**config.mk**
```make
export PLATFORM = sky130hd
export DESIGN_NAME = exception_ctrl
export DESIGN_NICKNAME = d
export VERILOG_FILES = /design/src/rtl/exception_ctrl.sv
export SDC_FILE = /design/constraint.sdc
export NUM_CORES = 1
export LEC_CHECK = 0
export CAP_MARGIN = 20
export CORE_ASPECT_RATIO = 1.4
export CORE_MARGIN = 4
export CORE_UTILIZATION = 35
export CTS_CLUSTER_DIAMETER = 60
export CTS_CLUSTER_SIZE = 24
export DETAILED_ROUTE_END_ITERATION = 16
export GPL_TIMING_DRIVEN = 0
export PLACE_DENSITY_LB_ADDON = 0.15
export SETUP_SLACK_MARGIN = 0.3
export SLEW_MARGIN = 20
export SYNTH_ARGS = -nofsm -noshare
export SYNTH_HDL_FRONTEND = slang
export SYNTH_SLANG_ARGS = --single-unit
```
**constraint.sdc**
```tcl
create_clock -name clk -period 2.4 [get_ports clk]
set_clock_uncertainty 0.15 [all_clocks]
set_input_delay 0.48 -clock clk [delete_from_list [all_inputs] [get_ports clk]]
set_output_delay 0.48 -clock clk [all_outputs]
set_load 0.01 [all_outputs]
```
**src/rtl/exception_ctrl.sv**
```systemverilog
// exception_ctrl: LEGv8 exception/interrupt controller with ELR/ESR capture, IRQ handshake and nesting halt
module exception_ctrl #(
    parameter int            N      = 64,
    parameter logic [N-1:0]  VECTOR = 64'h0000_0000_0000_00D8,
    parameter int            CNT_W  = 8
) (
    input  logic             clk,
    input  logic             reset,
    input  logic [3:0]       EStatus,
    input  logic             ExtIRQ,
    input  logic             ERet,
    input  logic [N-1:0]     PC,
    output logic             Exc,
    output logic [N-1:0]     ExcVector,
    output logic [N-1:0]     ELR,
    output logic [N-1:0]     ESR,
    output logic             ExtIAck,
    output logic             InHandler,
    output logic             Halt,
    output logic [CNT_W-1:0] ExcCount
);
    typedef enum logic [1:0] {RUN, HANDLER, HALTED} state_t;

    state_t           r_state;
    state_t           w_next;
    logic [N-1:0]     r_elr;
    logic [N-1:0]     r_esr;
    logic             r_iack;
    logic [CNT_W-1:0] r_cnt;
    logic             w_irq_pend;
    logic             w_sync_pend;
    logic             w_exc;

    assign w_irq_pend  = (EStatus == 4'b0001) && !r_iack;
    assign w_sync_pend = (EStatus != 4'b0000) && (EStatus != 4'b0001);

    // Exception decision and next state; a synchronous fault inside the handler is fatal and beats ERET
    always_comb begin
        w_exc  = !reset && (r_state == RUN) && (w_irq_pend || w_sync_pend);
        w_next = r_state;
        case (r_state)
            RUN:     w_next = w_exc ? HANDLER : RUN;
            HANDLER: w_next = w_sync_pend ? HALTED : (ERet ? RUN : HANDLER);
            default: w_next = HALTED;
        endcase
    end

    // State register plus capture of link/syndrome, saturating counter and IRQ acknowledge
    always_ff @(posedge clk) begin
        if (reset) begin
            r_state <= RUN;
            r_elr   <= '0;
            r_esr   <= '0;
            r_iack  <= 1'b0;
            r_cnt   <= '0;
        end else begin
            r_state <= w_next;
            if (w_exc) begin
                r_elr <= PC;
                r_esr <= {{(N-4){1'b0}}, EStatus};
                r_cnt <= (&r_cnt) ? r_cnt : r_cnt + 1'b1;
            end
            if (w_exc && w_irq_pend)
                r_iack <= 1'b1;
            else if (!ExtIRQ)
                r_iack <= 1'b0;
        end
    end

    assign Exc       = w_exc;
    assign ExcVector = VECTOR;
    assign ELR       = r_elr;
    assign ESR       = r_esr;
    assign ExtIAck   = r_iack;
    assign InHandler = (r_state == HANDLER);
    assign Halt      = (r_state == HALTED);
    assign ExcCount  = r_cnt;
endmodule

```
==> out/qor.log <==
INFO  placed_design  dpl_worst_slack=-958ps
INFO  timing         final_min_period_over_clock_period=0.894
INFO  clock_network  cell_at_the_root_of_the_clock_tree=sky130_fd_sc_hd__clkbuf_16
INFO  clock_network  cts-buffers-inserted=9
INFO  critical_path  reg2reg_end=ExcCount[5]$_SDFFE_PP0P_
INFO  timing         hold-worst-slack=275ps
INFO  timing         final_count_of_hold_timing_violations=0
INFO  grt            grt_use_total=0.173
INFO  detailed_routing drc=0
INFO  min_path       worst_hold_end=ESR[1]$_SDFFE_PP0P_
INFO  synthesis      seq_area_frac_synth=0.417
INFO  timing         fmaxAchievable=466MHz
INFO  critical_path  critical_path.slowest_cell=sky130_fd_sc_hd__or3_4
INFO  synthesis      synth_top_area_cell=sky130_fd_sc_hd__dfxtp_1
INFO  detailed_routing first_iter_violations=73
INFO  die            design.portCount=276
INFO  synthesis      synth_seq_cells=79
INFO  critical_path  critical_path_class=primary input to output pin
INFO  critical_path  critical_path_required=1770ps
INFO  grt            grt_overflow_total=0
INFO  placed_design  place.gp.congestion=0.800
INFO  critical_path  r2r-start=r_state[1]$_SDFF_PP0_
INFO  critical_path  cpPeakStageDelay=390ps
INFO  cells_and_area antenna_cells_inserted=0
INFO  critical_path  worst_setup_path_start_kind=primary input
INFO  synthesis      synth.avg_cell_area=7.89um^2
INFO  cells_and_area nets=842
INFO  synthesis      syn_area=3790um^2
INFO  timing         timing.max_slew.rel_slack=0.620
INFO  timing         worst_pin_slew=570ps
INFO  die            start_util=0.362
INFO  run            max_cap_viol_count=0
INFO  detailed_routing detail_route.wirelength=11.3mm
INFO  timing         final_worst_setup_slack=254ps
INFO  min_path       hold_depth=3
INFO  min_path       worstHoldPathType=primary input to flip-flop
INFO  timing         unrepaired_setup_endpoints_after_global_routing=true
INFO  power_and_ir_drop finalPower=3.97mW
INFO  cells_and_area layout-drive-gt1-share=0.217
INFO  timing         finalMaxSlewViolations=0
INFO  timing         final-setup-viol-count=0
INFO  die            chipWidth=95.9um
INFO  timing         finalCriticalPeriod=2150ps
INFO  clock_network  clockBufferDepth=2
INFO  detailed_routing wl_per_cell=12.4um
INFO  synthesis      count_of_yosys_warnings_during_synthesis=0
INFO  synthesis      synth.lib_cells_used.distinct=27
INFO  critical_path  critical_path.cell_chain=buf_2 -> or3_4 -> o21ai_4 -> inv_4 -> clkbuf_16 -> buf_6
INFO  critical_path  worst_r2r_path_depth=6
INFO  grt            grt_pass1_wl=17.1mm
INFO  power_and_ir_drop power.static_leakage=2.94nW
INFO  critical_path  regToRegSetupSlack=510ps
INFO  detailed_routing detailroute.via_count=3,632
INFO  power_and_ir_drop power.density=624nW/um^2
INFO  timing         final.setup.tns=0ps
INFO  critical_path  worst-endpoint-arrival=1520ps
INFO  die            std_cell_rows=44
INFO  clock_network  cts.reportedPaths.clkPinSlew=60ps
INFO  grt            first_global_vias=3,460
INFO  placed_design  place_hpwl=9.02mm
INFO  die            core_area=10,500um^2
INFO  detailed_routing final_antenna_net_count=0
INFO  critical_path  worstPathMaxFanout=3
INFO  min_path       holdCritStartpoint=EStatus[1]
INFO  clock_network  cts.sinks=79
INFO  grt            largest_net_degree_at_the_start_of_global_routing=14
INFO  synthesis      synthCells=480
INFO  synthesis      synth_top_cells_by_area=sky130_fd_sc_hd__dfxtp_1 42%, sky130_fd_sc_hd__buf_4 25%, sky130_fd_sc_hd__nand2_1 14%
INFO  grt            antenna_violations_before_repair=0
INFO  clock_network  worst_skew_pair.late_latency=330ps
INFO  cells_and_area multi_input_comb_area=1630um^2
INFO  placed_design  port_buffers=151
INFO  detailed_routing routed_via_density=3.98
INFO  clock_network  cts_htree_levels=3
INFO  clock_network  post_cts_hold_buffer_count=0
INFO  die            fp.dieH=131um
INFO  detailed_routing firstDrtPassIters=4
INFO  cells_and_area ff_latch_area=1580um^2
INFO  cells_and_area fillerInstances=962
INFO  critical_path  critical_path.endpoint_type=output pin
INFO  status         run_status=complete, no violations
INFO  synthesis      synth_top_area_share=0.417
INFO  cells_and_area layout-area-overhead-vs-synth=68.0%
INFO  clock_network  tritoncts_clock_tree=yes
INFO  die            die-area=12,600um^2
INFO  power_and_ir_drop power.ir.vdd_worst=0.000391V
sequential cells by signal, summed over array words and instances, names as in the netlist:
name      flops
ELR          64
ExcCount      8
ESR           4
r_state       2
ExtIAck       1
cell type report:
cell class / count / area share
flip-flops and latches: 79 / 0.249
clock buffers: 10 / 0.0360
clock inverters: 6 / 0.0208
plain buffers: 148 / 0.166
well taps: 138 / 0.0271
multi-input cells: 371 / 0.256
inverters: 4 / 0.00275
repair buffers: 156 / 0.243
worst max-delay path: cells and delay by family:
| family | cells | cell delay [ps] |
|---|---|---|
| AND/OR/NAND/NOR | 1 | 390 |
| buffers and inverters | 4 | 440 |
| AO/OA/AOI/OAI | 1 | 200 |
metal layers:
metal  up-vias  routed length (um)  share of wire  global-route usage
met3        14                1400           0.12              0.0595
met2       179                5830           0.52               0.318
met1      1559                3840           0.34               0.169
li1       1880                   -              -                   -
met5         -                   0              0                   0
met4         0                 207          0.018              0.0736
per-stage QoR:
step	instances	instance area, um^2	util
after detailed placement	891	5930	0.567
final	912	6370	0.609
after CTS	912	6360	0.608
after global routing	912	6370	0.609
after global placement	891	5930	0.567
after floorplan	602	4250	-
worst max-delay path by stage:
stage	start	endpoint	slack, ps	depth (start not counted)
floorplan	EStatus[3]	Exc	350	4
global placement	EStatus[2]	Exc	-950	6
detailed placement	reset	Exc	-960	6
CTS	EStatus[1]	Exc	250	6
global route	EStatus[1]	Exc	210	6
finish	EStatus[1]	Exc	250	6
cells in the mapped netlist, drive strengths merged:
cell type	instances
nand2	140
buf	133
dfxtp	79
a21oi	72
clkbuf	15
o311ai	5
inv	4
nor2b	4
nor3	4
nor2	3
o21ai	3
o41ai	3
conb	2
nand3	2
o31ai	2
or3	2
a311oi	1
a31oi	1
a32oi	1
and3	1
and4	1
ha	1
nand3b	1
cells in the final DEF (no fill, tap or decap), types with 4 or more instances in the layout:
master,synthesis,routed
sky130_fd_sc_hd__o311ai_0,5,5
sky130_fd_sc_hd__nand2_1,140,140
sky130_fd_sc_hd__clkbuf_16,0,10
sky130_fd_sc_hd__dfxtp_1,79,77
sky130_fd_sc_hd__buf_4,124,129
sky130_fd_sc_hd__bufinv_16,0,4
sky130_fd_sc_hd__clkdlybuf4s50_1,0,143
sky130_fd_sc_hd__clkbuf_1,15,13
sky130_fd_sc_hd__buf_2,9,11
sky130_fd_sc_hd__conb_1,2,124
sky130_fd_sc_hd__a21oi_1,72,72
kinds of logic after synthesis:
| group | Yosys count | synth area share |
|---|---|---|
| AND/OR/NAND/NOR | 158 | 0.168 |
| buffers and inverters | 152 | 0.276 |
| AO/OA/AOI/OAI | 88 | 0.132 |
| flip-flops | 79 | 0.417 |
| other | 2 | 0.00198 |
| adder cells (fa/ha/maj) | 1 | 0.00330 |
what timing repair did:
action | in CTS | in global routing
setup endpoints to repair | 80 | 5
pin swaps | 3 | 0
gates resized for setup | 31 | 6
gates cloned | 0 | 0
setup buffers | 5 | 0
power by group:
group	leakage [nW]	internal [mW]	total [mW]	switching (mW)
combinational	2.12	0.472	0.881	0.408
sequential	0.648	1.40	1.45	0.0490
clock	0.173	1.12	1.64	0.524
(Power assumes the default switching activity.)
